$ cat src/rtl/vx_ipdom_ctrl.sv
// rtl/vx_ipdom_ctrl.sv - per-warp IPDOM split/join controller with divergence stacks
//
// vx_ipdom_stack: one warp's divergence stack.
//   clk, reset          clock, synchronous active-high reset
//   push                write {push_tmask0, push_tmask1, push_pc1} and advance count
//   pop                 first pop of an entry marks it set; second pop removes it
//   top_*               combinational view of the top entry
//   count, empty, full  occupancy
//
// vx_ipdom_ctrl: split/join sequencer over NUM_WARPS stacks.
//   req_*   request channel (valid/ready), split when req_is_join=0
//   rsp_*   registered response channel (valid/ready)
//   warp_empty  per-warp stack-empty flags

module vx_ipdom_stack #(
  parameter int NUM_THREADS = 4,
  parameter int PC_BITS     = 32,
  parameter int DEPTH       = 4,
  parameter int SP_BITS     = 2
) (
  input  logic                   clk,
  input  logic                   reset,
  input  logic                   push,
  input  logic [NUM_THREADS-1:0] push_tmask0,
  input  logic [NUM_THREADS-1:0] push_tmask1,
  input  logic [PC_BITS-1:0]     push_pc1,
  input  logic                   pop,
  output logic [NUM_THREADS-1:0] top_tmask0,
  output logic [NUM_THREADS-1:0] top_tmask1,
  output logic [PC_BITS-1:0]     top_pc1,
  output logic                   top_set,
  output logic [SP_BITS:0]       count,
  output logic                   empty,
  output logic                   full
);
  logic [NUM_THREADS-1:0] mem_tmask0 [DEPTH];
  logic [NUM_THREADS-1:0] mem_tmask1 [DEPTH];
  logic [PC_BITS-1:0]     mem_pc1    [DEPTH];
  logic [DEPTH-1:0]       set_q;
  logic [SP_BITS-1:0]     wr_idx;
  logic [SP_BITS-1:0]     top_idx;

  assign wr_idx  = count[SP_BITS-1:0];
  assign top_idx = SP_BITS'(count - 1'b1);
  assign empty   = (count == '0);
  assign full    = (count == (SP_BITS+1)'(DEPTH));

  assign top_tmask0 = mem_tmask0[top_idx];
  assign top_tmask1 = mem_tmask1[top_idx];
  assign top_pc1    = mem_pc1[top_idx];
  assign top_set    = set_q[top_idx];

  // Entry payload needs no reset: it is only read while count covers it.
  always_ff @(posedge clk) begin
    if (push) begin
      mem_tmask0[wr_idx] <= push_tmask0;
      mem_tmask1[wr_idx] <= push_tmask1;
      mem_pc1[wr_idx]    <= push_pc1;
    end
  end

  always_ff @(posedge clk) begin
    if (reset) begin
      count <= '0;
      set_q <= '0;
    end else if (push) begin
      set_q[wr_idx] <= 1'b0;
      count         <= count + 1'b1;
    end else if (pop) begin
      if (!set_q[top_idx]) begin
        set_q[top_idx] <= 1'b1;
      end else begin
        count <= count - 1'b1;
      end
    end
  end
endmodule

module vx_ipdom_ctrl #(
  parameter int NUM_WARPS   = 4,
  parameter int NUM_THREADS = 4,
  parameter int PC_BITS     = 32,
  parameter int DEPTH       = 4,
  parameter int NW_BITS     = (NUM_WARPS > 1) ? $clog2(NUM_WARPS) : 1,
  parameter int SP_BITS     = (DEPTH > 1) ? $clog2(DEPTH) : 1
) (
  input  logic                   clk,
  input  logic                   reset,
  input  logic                   req_valid,
  output logic                   req_ready,
  input  logic                   req_is_join,
  input  logic [NW_BITS-1:0]     req_wid,
  input  logic [NUM_THREADS-1:0] req_tmask,
  input  logic [NUM_THREADS-1:0] req_then_tmask,
  input  logic [PC_BITS-1:0]     req_else_pc,
  output logic                   rsp_valid,
  input  logic                   rsp_ready,
  output logic [NW_BITS-1:0]     rsp_wid,
  output logic [NUM_THREADS-1:0] rsp_tmask,
  output logic [PC_BITS-1:0]     rsp_pc,
  output logic                   rsp_redirect,
  output logic                   rsp_divergent,
  output logic                   rsp_err,
  output logic [SP_BITS-1:0]     rsp_sp,
  output logic [NUM_WARPS-1:0]   warp_empty
);
  logic                   req_fire;
  logic [NUM_THREADS-1:0] else_tmask;
  logic                   uniform;

  logic [NUM_THREADS-1:0] top_tmask0 [NUM_WARPS];
  logic [NUM_THREADS-1:0] top_tmask1 [NUM_WARPS];
  logic [PC_BITS-1:0]     top_pc1    [NUM_WARPS];
  logic [NUM_WARPS-1:0]   top_set;
  logic [SP_BITS:0]       cnt        [NUM_WARPS];
  logic [NUM_WARPS-1:0]   full;

  logic [NUM_THREADS-1:0] nxt_tmask;
  logic [PC_BITS-1:0]     nxt_pc;
  logic                   nxt_redirect;
  logic                   nxt_divergent;
  logic                   nxt_err;
  logic [SP_BITS:0]       nxt_cnt;

  assign req_ready  = ~rsp_valid | rsp_ready;
  assign req_fire   = req_valid & req_ready;
  assign else_tmask = req_tmask & ~req_then_tmask;
  assign uniform    = (req_then_tmask == '0) || (else_tmask == '0);

  for (genvar w = 0; w < NUM_WARPS; w++) begin : g_warp
    logic sel;
    assign sel = (req_wid == NW_BITS'(w));

    // State commits at acceptance so a back-to-back request sees it next cycle.
    vx_ipdom_stack #(
      .NUM_THREADS (NUM_THREADS),
      .PC_BITS     (PC_BITS),
      .DEPTH       (DEPTH),
      .SP_BITS     (SP_BITS)
    ) u_stack (
      .clk         (clk),
      .reset       (reset),
      .push        (req_fire & ~req_is_join & sel & ~uniform & ~full[w]),
      .push_tmask0 (req_tmask),
      .push_tmask1 (else_tmask),
      .push_pc1    (req_else_pc),
      .pop         (req_fire & req_is_join & sel & ~warp_empty[w]),
      .top_tmask0  (top_tmask0[w]),
      .top_tmask1  (top_tmask1[w]),
      .top_pc1     (top_pc1[w]),
      .top_set     (top_set[w]),
      .count       (cnt[w]),
      .empty       (warp_empty[w]),
      .full        (full[w])
    );
  end

  always_comb begin
    nxt_tmask     = req_tmask;
    nxt_pc        = '0;
    nxt_redirect  = 1'b0;
    nxt_divergent = 1'b0;
    nxt_err       = 1'b0;
    nxt_cnt       = cnt[req_wid];
    if (req_is_join) begin
      if (warp_empty[req_wid]) begin
        nxt_err = 1'b1;
      end else if (!top_set[req_wid]) begin
        // First join of a divergent region: run the else half, pointer stays.
        nxt_tmask    = top_tmask1[req_wid];
        nxt_pc       = top_pc1[req_wid];
        nxt_redirect = 1'b1;
      end else begin
        nxt_tmask = top_tmask0[req_wid];
        nxt_cnt   = cnt[req_wid] - 1'b1;
      end
    end else if (!uniform) begin
      if (full[req_wid]) begin
        nxt_err = 1'b1;
      end else begin
        nxt_tmask     = req_then_tmask;
        nxt_divergent = 1'b1;
        nxt_cnt       = cnt[req_wid] + 1'b1;
      end
    end
  end

  always_ff @(posedge clk) begin
    if (reset) begin
      rsp_valid     <= 1'b0;
      rsp_wid       <= '0;
      rsp_tmask     <= '0;
      rsp_pc        <= '0;
      rsp_redirect  <= 1'b0;
      rsp_divergent <= 1'b0;
      rsp_err       <= 1'b0;
      rsp_sp        <= '0;
    end else if (req_fire) begin
      rsp_valid     <= 1'b1;
      rsp_wid       <= req_wid;
      rsp_tmask     <= nxt_tmask;
      rsp_pc        <= nxt_pc;
      rsp_redirect  <= nxt_redirect;
      rsp_divergent <= nxt_divergent;
      rsp_err       <= nxt_err;
      // Pointer wraps to 0 when the stack holds DEPTH entries.
      rsp_sp        <= nxt_cnt[SP_BITS-1:0];
    end else if (rsp_ready) begin
      rsp_valid <= 1'b0;
    end
  end
endmodule

$ cat config.mk
export PLATFORM = sky130hd
export DESIGN_NAME = vx_ipdom_ctrl
export DESIGN_NICKNAME = d
export VERILOG_FILES = /design/src/rtl/vx_ipdom_ctrl.sv
export SDC_FILE = /design/constraint.sdc
export NUM_CORES = 1
export LEC_CHECK = 0
export ABC_AREA = 1
export ABC_CLOCK_PERIOD_IN_PS = 3800
export CAP_MARGIN = 40
export CORE_MARGIN = 2
export CORE_UTILIZATION = 40
export DETAILED_ROUTE_END_ITERATION = 16
export PLACE_DENSITY = 0.6
export SETUP_SLACK_MARGIN = 0.02
export SYNTH_ARGS = -nofsm -noshare
export SYNTH_HDL_FRONTEND = slang
export SYNTH_SLANG_ARGS = --single-unit
$ cat constraint.sdc
create_clock -name clk -period 3.8 [get_ports clk]
set_clock_uncertainty 0.15 [all_clocks]
set_input_delay 0.76 -clock clk [delete_from_list [all_inputs] [get_ports clk]]
set_output_delay 0.76 -clock clk [all_outputs]
set_load 0.01 [all_outputs]
==> impl_metrics.tcl, run 1 <==
set metrics [dict create \
    finalSetupViolations 0 \
    grt_max_degree 65 \
    p_leak_nw 11.4 \
    crit_fanout 26 \
    fillers 6219 \
    drive_above_1_share 0.112 \
    cts_tree "done" \
    async_flop_share 0 \
    detail_route.first_pass.iterations 5 \
    syn-cell-area_sq_mm 0.0287 \
    synthAdderAreaFrac 0.00873 \
    row_count 98 \
    slowest_stage "clkdlybuf4s50_1" \
    relSlewSlack 0.456 \
    finalCritPeriodShare 0.931 \
    cts_max_path_buffers 3 \
    htreeDepth 3 \
    synthTopCellsByArea "edfxtp_1 (67%), nand2_1 (5.8%), dfxtp_1 (5.0%), o21ai_0 (5.0%), nor2_1 (4.1%)" \
    clock-sinks 712 \
    yosysTopAreaCellShare 0.670 \
    tightestPinTransition_ps 816 \
    p_per_area_mw_per_mm2 503 \
    synthXorXnorAreaFrac 0.00183 \
    pre_cts_ws_ps 385 \
    peakVddDrop_uv 389 \
    cts_made_buffers 74 \
    synth-seq-area-share 0.720 \
    syn_nets 2489 \
    viasPerCell 5.49 \
    clk_pin_slew_worst_paths_ps 60 \
    grt_pass1_wl_mm 119 \
    die_area_sq_mm 0.0738 \
    period_needed_ps 3540 \
    synth_most_common_cell "edfxtp_1" \
    detail-route-antenna-nets 0 \
    dp_cells 3403 \
    instances_no_fill 3539 \
    cp-end-kind "primary output" \
    cp_top_family "buffers and inverters" \
    path_class "register to primary output" \
    start_kind "register" \
    root_buffer "clkbuf_16" \
    final-max-slew-violation-count 0 \
    cts-resized-gates 0 \
    hold_violations 0 \
    cts_hold_buf 0 \
    drv_cap 0 \
    worstPathArrival_ps 2630 \
    status "finished, final reports clean" \
    required_ps 2890 \
    hpwl_mm 46.8 \
    clock_latency_ps 630 \
    synthSimpleGateAreaFrac 0.139 \
    diodes 0 \
    syn_area_per_cell_sq_um 11.8 \
    post_drt_wl_per_cell_um 22.5 \
    synth.distinct_cells 35 \
    io_pins 96 \
    muxShareOfSynthArea 0 \
    syn_to_final_growth_pct 17.6 \
    hold_class "register to register" \
    vias 19400 \
    io_buffers 95 \
    drt_iter0_markers 2177 \
    fp.dieH_um 272 \
    grt_pass1_vias 18900 \
    cp.buffers_inverters 3 \
    grt_setup_unrepaired "false" \
    place.gp.congestion 0.845 \
    postCtsSetupBuffers 0 \
    synthTopCellsByCount "edfxtp_1 (640), nand2_1 (444), nor2_1 (317), o21ai_0 (287), nand3_1 (142)" \
    crit_chain "inv_2 > ha_2 > inv_1 > nor2_1 > clkdlybuf4s50_1" \
    die_x_um 272 \
    coreArea_sq_mm 0.0712 \
    ys_ff_latch 712 \
    worst_slack_ps 261 \
    ys_warn_count 0 \
    yosys.area.top_type "edfxtp_1" \
    antenna_found_initial 1 \
    slowest_delay_ps 620 \
    synthFlopType "edfxtp_1" \
    synth-compound-area-share 0.0958 \
    grt.overflow.total 0 \
    fmax_mhz 283 \
    synth_edf_count 640 \
    drc 0 \
    nNetsFinal 2596 \
    synth_top_family_by_area "simple AND/OR/NAND/NOR gates" \
    grt.total_usage 0.215 \
    totalWireLength_mm 79.8 \
    initial_core_util 0.403 \
    syn-instance-count 2422 \
]
[sequential cells by signal (all words and copies together) (netlist names)]
register and flops:
rsp_pc 32, rsp_valid 1, rsp_divergent 1, g_warp.u_stack.mem_tmask0 64, rsp_redirect 1, rsp_err 1
rsp_wid 2, g_warp.u_stack.mem_tmask1 64, g_warp.u_stack.count 12, g_warp.u_stack.mem_pc1 512, g_warp.u_stack.set_q 16, rsp_sp 2
rsp_tmask 4
[layer usage]
metal	track usage	wire, um	up-vias
met1	0.307	34600	9588
li1	-	-	8847
met2	0.336	36000	841
met4	0.0619	2130	0
met5	0	0	-
met3	0.0410	7010	146
[cell usage in the layout, fill, tap and decap left out, types with 26 or more instances in the layout]
| cell | Yosys | final |
|---|---|---|
| a21oi_2 | 26 | 26 |
| nand2_1 | 444 | 443 |
| a21oi_1 | 50 | 50 |
| edfxtp_1 | 640 | 640 |
| buf_4 | 4 | 64 |
| clkdlybuf4s50_1 | 0 | 94 |
| nand3_1 | 142 | 142 |
| nand4_1 | 33 | 33 |
| nor2_1 | 317 | 301 |
| clkbuf_16 | 0 | 78 |
| inv_1 | 63 | 60 |
| o21ai_0 | 287 | 287 |
| dfxtp_1 | 72 | 68 |
| o22ai_1 | 129 | 129 |
[worst paths after layout]
path	start	cells after the start	slack [ps]	endpoint
setup / recovery	g_warp[3].u_stack.count[0]$_SDFFE_PP0P_	5	260	warp_empty[3]
hold / removal	g_warp[1].u_stack.set_q[3]$_SDFFE_PP0P_	2	330	g_warp[1].u_stack.set_q[3]$_SDFFE_PP0P_
setup reg to reg	g_warp[3].u_stack.count[0]$_SDFFE_PP0P_	12	630	rsp_pc[13]$_SDFFE_PP0N_
hold reg to reg	g_warp[1].u_stack.set_q[3]$_SDFFE_PP0P_	2	330	g_warp[1].u_stack.set_q[3]$_SDFFE_PP0P_
[metrics by stage]
stage | power [W] | hold WS, ps | instance area (sq um) | utilization | setup TNS (ps)
final | 0.0170 | 328 | 33700 | 0.473 | 0
after global routing | 0.0174 | 347 | 33700 | 0.473 | 0
after CTS | 0.0171 | 329 | 33700 | 0.473 | 0
after detailed placement | 0.00968 | 317 | 31200 | 0.438 | 0
after global placement | 0.00966 | 304 | 31000 | 0.436 | 0
after floorplan | 0.00923 | 300 | 28700 | - | -42320
[worst min-delay path, stage by stage, from the launching register on]
cell and delay, ps:
dfxtp_1 300, o21ai_0 60, a21oi_1 60
[report_power, final]
part / total (W) / leakage [nW] / switching [W] / internal [W]
Sequential: 0.00860 / 6.35 / 0.0000248 / 0.00857
Combinational: 0.000919 / 3.76 / 0.000648 / 0.000271
Clock: 0.00743 / 1.24 / 0.00301 / 0.00443
Total: 0.0170 / 11.4 / 0.00368 / 0.0133
[cells by family after synthesis]
family,Yosys count
AOI/OAI and AO/OA,496
xor gates and xnor gates,6
adders and majority gates,20
buffers and inverters,227
DFF,712
and+or+nand+nor,961
[area by class of cell]
class / count / area, sq um / area share
Clock buffer: 102 / 2170 / 0.0644
Clock inverter: 34 / 367 / 0.0109
Inverter: 79 / 302 / 0.00894
Multi-Input combinational cell: 1483 / 7160 / 0.212
Sequential cell: 712 / 20700 / 0.613
Tap cell: 950 / 1190 / 0.0352
Timing Repair Buffer: 179 / 1860 / 0.0551
Power figures use the tool's default switching activity.
==> run 2, diff against run 1 <==
CORE_MARGIN = 8   (was 2)
GPL_TIMING_DRIVEN = 0   (was default)
==> impl_metrics.tcl, run 2 (synthesis gave the netlist of run 1 again) <==
set metrics [dict create \
    cp.buffers_inverters 5 \
    grt.total_usage 0.223 \
    final_common_cell "edfxtp_1" \
    final-max-slew-violation-count 0 \
    path_class "register to register" \
    design_area_sq_mm 0.0342 \
    die_x_um 284 \
    largest-register "g_warp.u_stack.mem_pc1" \
    final_util 0.480 \
    largest_reg_flops 512 \
    peakVddDrop_uv 278 \
    status "finished, final reports clean" \
    clk_pin_slew_worst_paths_ps 60 \
    hold_class "register to register" \
    coreArea_sq_mm 0.0712 \
    hold_ws_ps 312 \
    tns_ps 0 \
    cts_max_path_buffers 3 \
    slowest_delay_ps 670 \
    io_buffers 94 \
    htreeDepth 3 \
    hold_violations 0 \
    grt_setup_unrepaired "false" \
    r2r_start "g_warp[3].u_stack.count[0]$_SDFFE_PP0P_" \
    slowest_stage "clkbuf_1" \
    syn_to_final_growth_pct 19.3 \
    root_buffer "clkbuf_16" \
    detail_route.first_pass.iterations 6 \
    grt_pass1_wl_mm 134 \
    clock_latency_ps 630 \
    post_drt_wl_per_cell_um 25.3 \
    hpwl_mm 62.0 \
    hp-start "rsp_pc[31]$_SDFFE_PP0N_" \
    viasPerCell 5.62 \
    r2r_setup_slack_ps 60 \
    grt.overflow.total 0 \
    relSlewSlack 0.377 \
    pre_cts_ws_ps -855 \
    row_count 98 \
    diodes 0 \
    drive_above_1_share 0.108 \
    finalSetupViolations 0 \
    detail-route-antenna-nets 0 \
    antenna_found_initial 0 \
    p_leak_nw 11.6 \
    cts_made_buffers 76 \
    placed_area_sq_mm 0.0316 \
    io_pins 96 \
    cts_hold_buf 0 \
    place.gp.congestion 0.886 \
    tightestPinTransition_ps 925 \
    drv_cap 0 \
    reg_top3 "g_warp.u_stack.mem_pc1 (512), g_warp.u_stack.mem_tmask0 (64), g_warp.u_stack.mem_tmask1 (64)" \
    totalWireLength_mm 92.4 \
    drt_iter0_markers 2532 \
    crit_chain "inv_1 > buf_8 > buf_6 > buf_8 > ha_1 > clkbuf_1 > o21ai_0 > o22ai_1 > nand2_1 > nand4_1 > nand2_1 > a21oi_2" \
    start_kind "register" \
    initial_core_util 0.403 \
    fmax_mhz 267 \
    nNetsFinal 2701 \
    period_needed_ps 3740 \
    die_area_sq_mm 0.0805 \
    cts_tree "done" \
    clock-sinks 712 \
    cp-end-kind "register" \
    finalCritPeriodShare 0.985 \
    worst_slack_ps 55.8 \
    crit_fanout 12 \
    fillers 6183 \
    fp.dieH_um 284 \
    crit_start "g_warp[3].u_stack.count[0]$_SDFFE_PP0P_" \
    drc 0 \
    required_ps 4200 \
    grt_max_degree 24 \
    grt_pass1_vias 19800 \
    vias 20500 \
    worstPathArrival_ps 4140 \
    p_per_area_mw_per_mm2 491 \
    cp_top_family "buffers and inverters" \
    mostFrequentLayoutCells "edfxtp_1 (640), nand2_1 (444), nor2_1 (298)" \
]
-- run 2: area by class of cell --
class / count / area [sq um] / share of cell area
Buffer: 144 / 717 / 0.0210
Timing Repair Buffer: 137 / 1760 / 0.0515
Inverter: 79 / 304 / 0.00889
Clock buffer: 95 / 2040 / 0.0595
Clock inverter: 43 / 357 / 0.0104
Multi-Input combinational cell: 1484 / 7170 / 0.210
Sequential cell: 712 / 20700 / 0.604
Tap cell: 950 / 1190 / 0.0348
-- run 2: report_power, final --
group          internal (W)  switching (W)  leakage (nW)  total, W
Clock               0.00415        0.00303          1.17   0.00717
Sequential          0.00858      0.0000234          6.35   0.00860
Combinational      0.000284       0.000724          4.04   0.00101
Total                0.0130        0.00377          11.6    0.0168
-- run 2: path summary, 6_finish.rpt --
| path | end | cells after the start |
|---|---|---|
| setup reg to reg | rsp_pc[15]$_SDFFE_PP0N_ | 12 |
| hold reg to reg | rsp_pc[31]$_SDFFE_PP0N_ | 2 |
| setup / recovery | rsp_pc[15]$_SDFFE_PP0N_ | 12 |
| hold / removal | rsp_pc[31]$_SDFFE_PP0N_ | 2 |
-- run 2: what timing repair did --
| item | 4_1_cts | 5_1_grt |
|---|---|---|
| setup endpoints to repair | 325 | 41 |
| buffers inserted | 8 | 1 |
| pin swaps | 7 | 1 |
| gates resized for setup | 22 | 12 |
| gates cloned | 1 | 0 |
-- run 2: stage by stage --
step | power (W) | cells
after global placement | 0.00971 | 3466
after CTS | 0.0168 | 3643
after global routing | 0.0172 | 3644
final | 0.0168 | 3644
after floorplan | 0.00923 | 2422
after detailed placement | 0.00975 | 3499
-- run 2: metal layers --
metal,vias up,GRT usage,share of wire
li1,9087,-,-
met1,10100,0.301,0.41
met2,1075,0.341,0.44
met3,188,0.0592,0.11
met4,0,0.0893,0.042
met5,-,0,0
-- run 2: tightest hold or removal path, delay by kind of cell (launching register included) --
family	cells	cell delay (ps)
AO/OA/AOI/OAI	1	50
AND/OR/NAND/NOR	1	60
flip-flops	1	310
